<file path="src/rtl/mips_pkg.sv">
// Shared encodings for the multicycle MIPS control path: FSM states,
// opcode/funct fields, ALU operations and datapath select values.
package mips_pkg;

  typedef enum logic [3:0] {
    S_FETCH    = 4'd0,
    S_DECODE   = 4'd1,
    S_MEM_ADDR = 4'd2,
    S_MEM_RD   = 4'd3,
    S_MEM_WB   = 4'd4,
    S_MEM_WR   = 4'd5,
    S_EXEC     = 4'd6,
    S_ALU_WB   = 4'd7,
    S_BRANCH   = 4'd8,
    S_ADDI_EX  = 4'd9,
    S_ADDI_WB  = 4'd10,
    S_JUMP     = 4'd11,
    S_RST      = 4'd15
  } state_t;

  localparam logic [5:0] OP_RTYPE = 6'h00;
  localparam logic [5:0] OP_LW    = 6'h23;
  localparam logic [5:0] OP_SW    = 6'h2B;
  localparam logic [5:0] OP_BEQ   = 6'h04;
  localparam logic [5:0] OP_ADDI  = 6'h08;
  localparam logic [5:0] OP_J     = 6'h02;

  localparam logic [5:0] FN_ADD = 6'h20;
  localparam logic [5:0] FN_SUB = 6'h22;
  localparam logic [5:0] FN_AND = 6'h24;
  localparam logic [5:0] FN_OR  = 6'h25;
  localparam logic [5:0] FN_SLT = 6'h2A;

  localparam logic [2:0] ALU_ADD = 3'b010;
  localparam logic [2:0] ALU_SUB = 3'b110;
  localparam logic [2:0] ALU_AND = 3'b000;
  localparam logic [2:0] ALU_OR  = 3'b001;
  localparam logic [2:0] ALU_SLT = 3'b111;

  localparam logic [1:0] SRCB_B       = 2'b00;
  localparam logic [1:0] SRCB_FOUR    = 2'b01;
  localparam logic [1:0] SRCB_IMM     = 2'b10;
  localparam logic [1:0] SRCB_IMM_SH2 = 2'b11;

  localparam logic [1:0] PCSRC_ALU    = 2'b00;
  localparam logic [1:0] PCSRC_ALUOUT = 2'b01;
  localparam logic [1:0] PCSRC_JUMP   = 2'b10;

endpackage

</file>
<file path="src/rtl/alu_decoder.sv">
// ALU operation select: fixed add/sub for address and branch states,
// funct-driven operation in EXEC, plus a flag for recognised funct codes.
module alu_decoder (
  input  logic [3:0] state,
  input  logic [5:0] funct,
  output logic [2:0] alu_ctrl,
  output logic       funct_valid
);
  import mips_pkg::*;

  logic [2:0] fn_ctrl;

  // Translate funct to an ALU op, then pick the op the current state needs
  always_comb begin
    funct_valid = 1'b1;
    fn_ctrl     = ALU_AND;
    case (funct)
      FN_ADD:  fn_ctrl = ALU_ADD;
      FN_SUB:  fn_ctrl = ALU_SUB;
      FN_AND:  fn_ctrl = ALU_AND;
      FN_OR:   fn_ctrl = ALU_OR;
      FN_SLT:  fn_ctrl = ALU_SLT;
      default: funct_valid = 1'b0;
    endcase

    alu_ctrl = '0;
    case (state)
      S_FETCH, S_DECODE, S_MEM_ADDR, S_ADDI_EX: alu_ctrl = ALU_ADD;
      S_BRANCH:                                 alu_ctrl = ALU_SUB;
      S_EXEC:                                   alu_ctrl = fn_ctrl;
      default:                                  alu_ctrl = '0;
    endcase
  end

endmodule

</file>
<file path="src/rtl/mc_control_fsm.sv">
// Multicycle MIPS main control: state sequencing, datapath selects and
// enables, sticky illegal-instruction flag, retired/cycle counters.
module mc_control_fsm #(
  parameter int unsigned CNT_W = 32
) (
  input  logic             clk,
  input  logic             reset,
  input  logic [5:0]       opcode,
  input  logic [5:0]       funct,
  input  logic             zero,
  input  logic             mem_ready,
  output logic             pc_en,
  output logic             iord,
  output logic             mem_read,
  output logic             mem_write,
  output logic             ir_write,
  output logic             reg_dst,
  output logic             mem_to_reg,
  output logic             reg_write,
  output logic             alu_src_a,
  output logic [1:0]       alu_src_b,
  output logic [2:0]       alu_ctrl,
  output logic [1:0]       pc_src,
  output logic             instr_done,
  output logic             illegal,
  output logic [3:0]       state_out,
  output logic [CNT_W-1:0] instr_count,
  output logic [CNT_W-1:0] cycle_count
);
  import mips_pkg::*;

  state_t state_q, state_d;
  logic   funct_valid;
  logic   opcode_valid;

  alu_decoder u_alu_decoder (
    .state       (state_q),
    .funct       (funct),
    .alu_ctrl    (alu_ctrl),
    .funct_valid (funct_valid)
  );

  assign state_out = state_q;

  // Opcodes this control unit knows how to sequence
  always_comb begin
    case (opcode)
      OP_RTYPE, OP_LW, OP_SW, OP_BEQ, OP_ADDI, OP_J: opcode_valid = 1'b1;
      default:                                       opcode_valid = 1'b0;
    endcase
  end

  // State register; asynchronous reset aborts any instruction in flight
  always_ff @(posedge clk or negedge reset) begin
    if (!reset) state_q <= S_RST;
    else        state_q <= state_d;
  end

  // Next-state sequencing
  always_comb begin
    state_d = S_FETCH;
    case (state_q)
      S_RST:      state_d = S_FETCH;
      S_FETCH:    state_d = mem_ready ? S_DECODE : S_FETCH;
      S_DECODE: begin
        case (opcode)
          OP_RTYPE:     state_d = S_EXEC;
          OP_LW, OP_SW: state_d = S_MEM_ADDR;
          OP_BEQ:       state_d = S_BRANCH;
          OP_ADDI:      state_d = S_ADDI_EX;
          OP_J:         state_d = S_JUMP;
          default:      state_d = S_FETCH;
        endcase
      end
      S_MEM_ADDR: state_d = (opcode == OP_SW) ? S_MEM_WR : S_MEM_RD;
      S_MEM_RD:   state_d = mem_ready ? S_MEM_WB : S_MEM_RD;
      S_MEM_WB:   state_d = S_FETCH;
      S_MEM_WR:   state_d = mem_ready ? S_FETCH : S_MEM_WR;
      S_EXEC:     state_d = funct_valid ? S_ALU_WB : S_FETCH;
      S_ALU_WB:   state_d = S_FETCH;
      S_BRANCH:   state_d = S_FETCH;
      S_ADDI_EX:  state_d = S_ADDI_WB;
      S_ADDI_WB:  state_d = S_FETCH;
      S_JUMP:     state_d = S_FETCH;
      default:    state_d = S_FETCH;
    endcase
  end

  // Moore datapath controls; pc_en, ir_write and instr_done take a handshake
  // input only in FETCH, BRANCH and MEM_WR
  always_comb begin
    pc_en      = 1'b0;
    iord       = 1'b0;
    mem_read   = 1'b0;
    mem_write  = 1'b0;
    ir_write   = 1'b0;
    reg_dst    = 1'b0;
    mem_to_reg = 1'b0;
    reg_write  = 1'b0;
    alu_src_a  = 1'b0;
    alu_src_b  = SRCB_B;
    pc_src     = PCSRC_ALU;
    instr_done = 1'b0;
    case (state_q)
      S_FETCH: begin
        mem_read  = 1'b1;
        alu_src_b = SRCB_FOUR;
        ir_write  = mem_ready;
        pc_en     = mem_ready;
      end
      S_DECODE:   alu_src_b = SRCB_IMM_SH2;
      S_MEM_ADDR: begin
        alu_src_a = 1'b1;
        alu_src_b = SRCB_IMM;
      end
      S_MEM_RD: begin
        iord     = 1'b1;
        mem_read = 1'b1;
      end
      S_MEM_WB: begin
        mem_to_reg = 1'b1;
        reg_write  = 1'b1;
        instr_done = 1'b1;
      end
      S_MEM_WR: begin
        iord       = 1'b1;
        mem_write  = 1'b1;
        instr_done = mem_ready;
      end
      S_EXEC:     alu_src_a = 1'b1;
      S_ALU_WB: begin
        reg_dst    = 1'b1;
        reg_write  = 1'b1;
        instr_done = 1'b1;
      end
      S_BRANCH: begin
        alu_src_a  = 1'b1;
        pc_src     = PCSRC_ALUOUT;
        pc_en      = zero;
        instr_done = 1'b1;
      end
      S_ADDI_EX: begin
        alu_src_a = 1'b1;
        alu_src_b = SRCB_IMM;
      end
      S_ADDI_WB: begin
        reg_write  = 1'b1;
        instr_done = 1'b1;
      end
      S_JUMP: begin
        pc_src     = PCSRC_JUMP;
        pc_en      = 1'b1;
        instr_done = 1'b1;
      end
      default: ;
    endcase
  end

  // Sticky illegal flag: unknown opcode in DECODE or unknown funct in EXEC
  always_ff @(posedge clk or negedge reset) begin
    if (!reset)
      illegal <= 1'b0;
    else if ((state_q == S_DECODE && !opcode_valid) ||
             (state_q == S_EXEC && !funct_valid))
      illegal <= 1'b1;
  end

  // Free-running cycle and retired-instruction counters, wrapping
  always_ff @(posedge clk or negedge reset) begin
    if (!reset) begin
      cycle_count <= '0;
      instr_count <= '0;
    end else begin
      if (state_q != S_RST) cycle_count <= cycle_count + CNT_W'(1);
      if (instr_done)       instr_count <= instr_count + CNT_W'(1);
    end
  end

endmodule

</file>
<file path="config.mk">
export PLATFORM = sky130hd
export DESIGN_NAME = mc_control_fsm
export DESIGN_NICKNAME = d
export VERILOG_FILES = /design/src/rtl/mips_pkg.sv /design/src/rtl/alu_decoder.sv /design/src/rtl/mc_control_fsm.sv
export SDC_FILE = /design/constraint.sdc
export NUM_CORES = 1
export LEC_CHECK = 0
export BUFFER_PORTS_ARGS = -buffer_cell sky130_fd_sc_hd__buf_2
export CORE_AREA = 4 4 130 119
export DETAILED_ROUTE_END_ITERATION = 8
export DIE_AREA = 0 0 134 123
export MAX_ROUTING_LAYER = met4
export PLACE_DENSITY = 0.46
export RECOVER_POWER = 25
export SYNTH_ARGS = -nofsm -noshare
export SYNTH_HDL_FRONTEND = slang
export SYNTH_SLANG_ARGS = --single-unit
</file>
<file path="constraint.sdc">
create_clock -name clk -period 3.45 [get_ports clk]
set_input_delay 0.69 -clock clk [delete_from_list [all_inputs] [get_ports clk]]
set_output_delay 0.69 -clock clk [all_outputs]
set_load 0.1 [all_outputs]
</file>
Word level (Yosys, flattened, before mapping) --
Index checks and enable logic that the tools add are counted.
Storage, ports and cells: memories kept 0, input port bits 16, output and inout port bits 86, memory bits (writable) 0, logic and storage cells 68, ROM bits 0, bits in latches 0, flip-flop bits (word level) 69
Cells by class: $add $sub $neg 2, mux-type cells 23, $lt $le $gt $ge 0, shift operators 0, equality and inequality tests 22, bitwise logic cells 0, divide/modulo/power cells 0, $mul 0, reduce and logical (&&, ||, !) cells 17
Operator list (count):
- 32-bit by 1-bit adder with 32-bit output, second input constant | 2
- 6-bit == test, second input constant | 7
- 4-bit one-hot mux with 7 select lines | 1
- 4-bit one-hot mux with 5 select lines | 1
- 4-bit by 3-bit == test with 1-bit output, second input constant | 4
- 4-bit == test, second input constant | 4
- 3-bit two-way mux | 4
- 3-bit one-hot mux with 4 select lines | 1
- 1-bit two-way mux | 11
- 5-bit OR reduction | 2
- 3-bit one-hot mux with 3 select lines | 1
- 4-bit by 2-bit == test with 1-bit output, second input constant | 2
- 2-bit OR reduction | 4
- 4-bit OR reduction | 2
- 6-bit by 2-bit == test with 1-bit output, second input constant | 1
- 6-bit by 3-bit == test with 1-bit output, second input constant | 1
- 6-bit by 4-bit == test with 1-bit output, second input constant | 1
- 6-bit zero test | 1
- 2-bit one-hot mux with 3 select lines | 1
- 6-bit OR reduction | 1
- 4-bit by 1-bit == test with 1-bit output, second input constant | 1
- 4-bit zero test | 1
- 4-bit != test, second input constant | 1
- 2-bit one-hot mux with 2 select lines | 1
- 6 further kinds | 8

Logic depth before layout (Yosys ltp) --
Gate-level depths: netlist (run 1).
word-level depth 6, gate-level depth with buffers 7

Modules after synthesis --
Synthesis (run 1) repeated with hierarchy kept, for this count alone.
Unflattened totals: cells, all modules 360, area total of the unflattened synthesis 3678.5 µm²
By module, submodules not included:
- mc_control_fsm | area an instance 3563.4 µm², cells an instance 344, instances 1
- alu_decoder | area an instance 115.1 µm², cells an instance 16, instances 1

Least setup slack after synthesis (run 1) --
OpenSTA, ideal clock, no wires.
path type reg-to-output, from register state_q[3], in the netlist state_out[3], to output port alu_ctrl[2], data required time 2760 ps, cell stages (with the launch flop) 4, path slack -1457 ps, data arrival time 4217 ps, cells stage by stage dfstp_2 > nand2b_1 > nor3_1 > o21bai_1
Between the ends: word-level cells in the longest chain between the ends 3
RTL lines:
- start: declaration | line mc_control_fsm.sv:32 | state_t state_q, state_d;
- start signal: assignment | line mc_control_fsm.sv:56 | else state_q <= state_d;
- 4-bit by 1-bit == test with 1-bit output, or another cell as far along | line alu_decoder.sv:27 | case (state)
- 4-bit OR reduction | line alu_decoder.sv:27
- 3-bit one-hot mux with 3 select lines (*) | line alu_decoder.sv:27
- end: declaration | line mc_control_fsm.sv:22 | output logic [2:0] alu_ctrl,
Every way passes the cells marked *; elsewhere a longest branch is shown, timed or not.

Final worst setup path (run 1) --
from register state_q[2], in the netlist state_out[2], to output port instr_done
Between the ends: word-level cells in the longest chain between the ends 3
RTL lines:
- 4-bit == test or 4-bit by 3-bit == test with 1-bit output (tied branches) | line mc_control_fsm.sv:104 | case (state_q)
- 5-bit OR reduction (no source line)
- 1-bit one-hot mux with 2 select lines (*) | line mc_control_fsm.sv:104
- end: declaration | line mc_control_fsm.sv:24 | output logic instr_done,
Marks and branches as above.

==> results of run 1 <==
[cell families (layout without fill, tap and decap cells)]
| group | after synthesis | in the layout | share of synthesized area (%) |
|---|---|---|---|
| xor+xnor | 65 | 65 | 16.3 |
| mux | 2 | 2 | 0.611 |
| buf+inv | 16 | 123 | 1.94 |
| compound gates | 27 | 27 | 5.17 |
| fa+ha+maj | 2 | 2 | 0.718 |
| simple gates | 162 | 162 | 25.5 |
| flops | 69 | 69 | 49.7 |
[how the worst max path moves through the flow]
| stage | from | endpoint | slack, ns | cells after the start |
|---|---|---|---|---|
| global placement | state_out[2] | instr_done | 0.54 | 4 |
| floorplan | state_out[1] | alu_src_b[0] | -0.42 | 3 |
| finish | state_out[2] | instr_done | 0.34 | 4 |
| CTS | state_out[2] | instr_done | 0.14 | 4 |
| detailed placement | state_out[2] | instr_done | 0.52 | 4 |
| global route | state_out[1] | alu_ctrl[2] | 0.17 | 4 |
[power by group]
part,switching (mW),internal [mW],total [mW]
combinational,1.21,0.228,1.43
clock,0.344,0.503,0.847
sequential,0.155,0.889,1.04
total,1.71,1.62,3.33
[critical path, delay by kind of cell, from the launching register on]
family | cells | cell delay (ns)
compound gates | 2 | 0.68
buf+inv | 1 | 0.48
flops | 1 | 0.73
simple gates | 1 | 0.20
[registers in the layout (all words and copies together) (netlist names)]
signal and flops:
cycle_count 32, state_out 4, instr_count 32, illegal 1
[metrics by stage]
step	hold WS (ns)	util, %	total power [mW]	area, sq um	setup TNS [ns]
global placement	0.457	30.5	2.50	4270	0
finish	0.469	32.4	3.33	4530	0
CTS	0.470	32.4	3.37	4540	0
detailed placement	0.459	30.5	2.50	4270	0
floorplan	0.394	-	2.26	3550	-1.25
global route	0.478	32.4	3.48	4530	0
[cells in the mapped netlist, types with 4 or more instances]
master    instances
dfrtp_1          65
xnor2_1          47
nand2_1          39
nand3_1          26
nor2_1           21
nand4_1          18
xor2_1           18
nor3_1           16
and3_1           11
clkbuf_1          8
nor2b_1           6
and4_1            5
inv_1             5
o21ai_0           5
a21oi_1           4
dfstp_2           4
nand2b_1          4
nor4_1            4
[final cells by class]
class / count / area (sq um)
fill: 1485 / 9470
clock buffer: 10 / 239
clock inverter: 6 / 38.8
sequential: 69 / 1730
tap: 193 / 241
timing repair buffer: 102 / 509
multi-input combinational: 258 / 1750
inverter: 5 / 18.8
[layer usage]
| metal | track usage (%) | vias to the layer above | wire (microns) |
|---|---|---|---|
| li1 | - | 1418 | - |
| met1 | 16.0 | 1349 | 4320 |
| met2 | 17.5 | 68 | 4080 |
| met3 | 3.46 | 8 | 482 |
| met4 | 2.76 | 0 | 85 |
| met5 | - | - | 0 |
[cells in the final DEF (no fill, tap or decap), types with 2 or more instances in the layout]
| cell type | synthesis | routed |
|---|---|---|
| nor2_1 | 21 | 18 |
| o2111ai_1 | 2 | 2 |
| o21ai_0 | 5 | 5 |
| nor3_4 | 0 | 2 |
| a31oi_1 | 2 | 2 |
| nand4_1 | 18 | 18 |
| and2_1 | 2 | 2 |
| and3_1 | 11 | 11 |
| nor4_4 | 2 | 2 |
| and4_1 | 5 | 5 |
| nor3_1 | 16 | 12 |
| o21a_1 | 2 | 2 |
| nand3_1 | 26 | 26 |
| nor4_1 | 4 | 3 |
| clkinv_2 | 0 | 3 |
| buf_2 | 0 | 100 |
| inv_1 | 5 | 5 |
| xor2_1 | 18 | 18 |
| nand3_2 | 2 | 2 |
| nor2b_1 | 6 | 6 |
| clkinvlp_4 | 0 | 2 |
| o31ai_1 | 2 | 2 |
| nand2_1 | 39 | 39 |
| nand2b_1 | 4 | 4 |
| dfrtp_1 | 65 | 65 |
| nor3_2 | 0 | 2 |
| dfstp_2 | 4 | 4 |
| nor4bb_1 | 2 | 2 |
| a21oi_1 | 4 | 3 |
| nor2_2 | 0 | 2 |
| xnor2_1 | 47 | 47 |
| clkbuf_16 | 0 | 9 |
| ha_1 | 2 | 2 |
[timing repair]
action | 4_1_cts | 5_1_grt
endpoints found under the setup margin | 0 | 1
resized for setup | 0 | 1
hold buffers | 0 | 0
==> summary.md, run 1 <==
| Metric | Value |
|---|---|
| Clk slew on worst S/H paths | 0.06 ns |
| Share of layout cells above drive strength 1 | 31.3% |
| ANT nets after route | 0 |
| Pre-Repair DR Iteration Count | 4 |
| Ys flop type | dfrtp_1 |
| Die width | around 130 microns |
| Setup bufs post-CTS | 0 |
| Final setup viols | 0 |
| Root Buffer | clkbuf_16 |
| Min-delay src | cycle_count[31] |
| Routed via count | 2843 |
| Failing checks | capacitance limit, slew limit |
| Pwr Density | between 700 and 800 nW/um^2 |
| CP required | roughly 2.8 ns |
| Site Rows | 41 |
| CTS Sinks | between 60 and 70 |
| Slew @ Worst Pin | 1.91 ns |
| Fmax | 0.321 GHz |
| FF-to-FF Start | state_out[1] |
| Total track usage | 11.8% |
| DR vias/cell | between 4 and 5 |
| Slowest CP cell | dfstp_2 |
| Worst R2R Setup Slack | 0.90 ns |
| Nets | 463 |
| Ports | 102 |
| Vias in the first global route | about 2900 |
| Port Buf Inserts | 101 |
| Wire length per cell | 13.9 microns |
| Tmin final | 3.11 ns |
| Antenna violations before repair | 0 |
| Ys async rst share | 100% |
| Clock skew | 0.00538 ns |
| GR Overflow Total | 0 |
| Largest net degree at the start of global routing | 36 |
| Register area share after synthesis | 49.7% |
| Synth Cell Area | approximately 3500 sq um |
| Max incr delay on CP | around 0.73 ns |
| P&R area growth vs syn | 30.1% |
| FF-to-FF path depth | 5 |
| Crit path cell chain | nand2b_1 > o21ai_2 > a21boi_2 > buf_2 |
| #FFs+latches synth | about 70 |
| Reg-to-Reg End | instr_count[17] |
| DP Worst Slack | 0.518 ns |
| Maximum VDD drop | 0.758 mV |
| Worst hold path cell count | 1 |
| Hold EP | cycle_count[31] |
| CP max FO | 18 |
| Post-Syn Nets | 361 |
| Dpl cells | 627 |
| Crit path capture type | primary output |
| TritonCTS Buffers | 9 |
| Critical path class | flop to primary output |
| Final worst setup slack | 0.335 ns |
| Final WL | 8.96 mm |
| Yosys top cell area share | 46.7% |
| Detailed router's first-iteration violation count | ~130 |
| Outcome | finished, violations left |
| Slew Viols, Final | 36 |
| Final Hold Fails | 0 |
| Avg Inst Size Synth | 10.2 sq um |
| CP Launch Type | flop |
| Final Non-Filler Cells | 643 |
| Initial Utilization | 24.9% |
| Synthesis Warnings | 0 |
| RSZ-0062 raised after global routing | false |
| Arrival @ worst endpoint | 2.42 ns |
| Max-cap viol count | 1 |
| Die Y | 123 microns |
| Core area | 14000 sq um |
| CTS tree | built |
| Antenna cells | 0 |
| Yosys cell types | between 40 and 50 |
| Gpl congestion | roughly 0.75 |
| CTS Buffer Depth | 2 |
| H-tree Lvls | 3 |
| DRC | 0 |
| Relative slew slack | -27.3% |
| Static leakage | 2.18 nW |
| Synth area leader | dfrtp_1 |
| Die area | 16500 sq um |
| First-pass GRT wire length | between 15 and 20 mm |
| Final period utilization | 90.3% |
| Top post-synthesis cells by area | dfrtp_1 47%, xnor2_1 12%, xor2_1 4.5% |
| HPWL Detailed | about 6.8 mm |
| Worst skew pair latency | around 0.33 ns |
| Post-Synthesis Cells | 343 |
| Post-synth EDFFs | 0 |
| Worst min path class | flop to flop |
Note: power is estimated with default switching activity, not from simulation.
==> run 2, diff against run 1 <==
--- a/config.mk
+++ b/config.mk
@@ -5,7 +5,7 @@
 export SDC_FILE = /design/constraint.sdc
 export NUM_CORES = 1
 export LEC_CHECK = 0
-export BUFFER_PORTS_ARGS = -buffer_cell sky130_fd_sc_hd__buf_2
+export BUFFER_PORTS_ARGS = -buffer_cell sky130_fd_sc_hd__buf_4
 export CORE_AREA = 4 4 130 119
 export DETAILED_ROUTE_END_ITERATION = 8
 export DIE_AREA = 0 0 134 123
==> summary.md, run 2 (same netlist as run 1, synthesis figures left out) <==
| Metric | Value |
|---|---|
| Outcome | finished, violations left (unchanged) |
| Failing checks | capacitance limit, slew limit (unchanged) |
| Slew Viols, Final | 70 (was 36) |
| Antenna cells | 0 (unchanged) |
| Worst skew pair latency | 0.33 ns (about the same) |
| CP Launch Type | flop (unchanged) |
| DRC | 0 (unchanged) |
| Arrival @ worst endpoint | 2.48 ns (was 2.42 ns) |
| Clock skew | 0.00577 ns (was 0.00538 ns) |
| RSZ-0062 raised after global routing | false (unchanged) |
| Slew @ Worst Pin | 1.72 ns (was 1.91 ns) |
| Share of layout cells above drive strength 1 | 30.7% (was 31.3%) |
| Ports | 102 (unchanged) |
| Pwr Density | 725 nW/um^2 (was 734 nW/um^2) |
| Tot Pwr | 3.47 mW (was 3.33 mW) |
| HPWL Detailed | 6.78 mm (was 6.82 mm) |
| Vias in the first global route | 2937 (was 2861) |
| Final setup viols | 0 (unchanged) |
| Tmin final | 3.17 ns (was 3.11 ns) |
| Detailed router's first-iteration violation count | 127 (was 128) |
| Max incr delay on CP | 0.74 ns (was 0.73 ns) |
| Final period utilization | 91.9% (was 90.3%) |
| Die area | 16500 sq um (unchanged) |
| Commonest non-fill, non-tap cell in the layout | buf_4 (was buf_2) |
| Port Buf Inserts | 101 (unchanged) |
| Hold slack final | 0.467 ns (was 0.469 ns) |
| Final Hold Fails | 0 (unchanged) |
| Most frequent cells in the layout | 100 x buf_4, 65 x dfrtp_1, 47 x xnor2_1 (was 100 x buf_2, 65 x dfrtp_1, 47 x xnor2_1) |
| Die Y | 123 microns (unchanged) |
| H-tree Lvls | 3 (unchanged) |
| Relative slew slack | -14.4% (was -27.3%) |
| Fmax | 0.315 GHz (was 0.321 GHz) |
| Core area | 14000 sq um (unchanged) |
| Die width | 134 microns (unchanged) |
| P&R area growth vs syn | 37.5% (was 30.1%) |
| GR Overflow Total | 0 (unchanged) |
| TritonCTS Buffers | 9 (unchanged) |
| Crit path capture type | primary output (unchanged) |
| Antenna violations before repair | 0 (unchanged) |
| CP required | 2.76 ns (about the same) |
| Crit path cell chain | nand2b_1 > o21ai_1 > a21boi_2 > buf_4 (was nand2b_1 > o21ai_2 > a21boi_2 > buf_2) |
| ANT nets after route | 0 (unchanged) |
| Slowest CP cell | dfstp_2 (unchanged) |
| DR vias/cell | 4.48 (was 4.42) |
| CTS Hold Bufs | 0 (unchanged) |
| Maximum VDD drop | 0.641 mV (was 0.758 mV) |
| Pre-Repair DR Iteration Count | 5 (was 4) |
| Setup bufs post-CTS | 0 (unchanged) |
| Initial Utilization | 24.9% (unchanged) |
| Wire length per cell | 14.1 microns (was 13.9 microns) |
| Largest net degree at the start of global routing | 70 (was 36) |
| PostCTS Resize Cnt | 0 (unchanged) |
| Max-cap viol count | 1 (unchanged) |
| CTS Buffer Depth | 2 (unchanged) |
| Root Buffer | clkbuf_16 (unchanged) |
| Clk slew on worst S/H paths | 0.06 ns (about the same) |
| CTS Sinks | 69 (unchanged) |
| Worst min path class | flop to flop (unchanged) |
| Total track usage | 11.8% (about the same) |
| Routed via count | 2873 (was 2843) |
| Static leakage | 2.20 nW (was 2.18 nW) |
| First-pass GRT wire length | 15.2 mm (about the same) |
| Site Rows | 41 (unchanged) |
| Nets | 462 (was 463) |
| CTS tree | built (unchanged) |
| Final WL | 9.04 mm (was 8.96 mm) |
| CP max FO | 18 (unchanged) |
| Gpl congestion | 0.759 (was 0.754) |
| Critical path class | flop to primary output (unchanged) |
[run 2: cell count changes in the layout (fill, tap and decap cells not counted), sizes merged]
cell      before  now
bufinv         0    1
clkinvlp       2    1
clkinv         4    2
clkbuf        12   13
[run 2: layout make-up]
cell class | count | area, sq um
inverters | 5 | 18.8
clock inverters | 4 | 47.5
multi-input cells | 258 | 1750
repair buffers | 101 | 756
clock buffers | 12 | 246
fillers | 1494 | 9210
well taps | 193 | 241
flip-flops and latches | 69 | 1730
[run 2: metal layers]
| layer | track usage (%) | vias up | part of all wire, % |
|---|---|---|---|
| li1 | - | 1415 | - |
| met1 | 15.3 | 1384 | 47 |
| met3 | 3.58 | 8 | 4.9 |
| met4 | 3.28 | 0 | 1.1 |
| met5 | - | - | 0 |
| met2 | 18.1 | 66 | 47 |
[run 2: worst max-delay path, delay by kind of cell, from the launching register on]
kind	cells	cell delay, ns
AOI/OAI and AO/OA	2	0.88
and+or+nand+nor	1	0.18
DFF	1	0.74
buffers and inverters	1	0.34
[run 2: metrics by stage]
stage | util (%) | setup TNS, ns | instance area, sq um | std cells | setup WS (ns)
floorplan | - | -1.25 | 3550 | 343 | -0.418
global placement | 32.1 | 0 | 4500 | 626 | 0.690
detailed placement | 32.1 | 0 | 4500 | 626 | 0.606
CTS | 34.2 | 0 | 4790 | 642 | 0.225
global route | 34.2 | 0 | 4790 | 642 | 0.0309
finish | 34.2 | 0 | 4790 | 642 | 0.279
[run 2: path summary, 6_finish.rpt]
kind                                    to            start  cells past startpoint  slack, ns
hold reg to reg            cycle_count[31]  cycle_count[31]                      1       0.47
hold / removal             cycle_count[31]  cycle_count[31]                      1       0.47
max in group asynchronous   instr_count[6]            reset                      1       1.60
setup / recovery                instr_done     state_out[2]                      4       0.28
setup reg to reg           instr_count[19]     state_out[1]                      5       0.91
min in group asynchronous  cycle_count[19]            reset                      1       0.81
[run 2: report_power, final]
group | total, mW | switching, mW | leakage (nW) | internal (mW)
Sequential | 1.05 | 0.161 | 0.922 | 0.889
Combinational | 1.51 | 1.21 | 1.14 | 0.307
Clock | 0.908 | 0.331 | 0.143 | 0.577
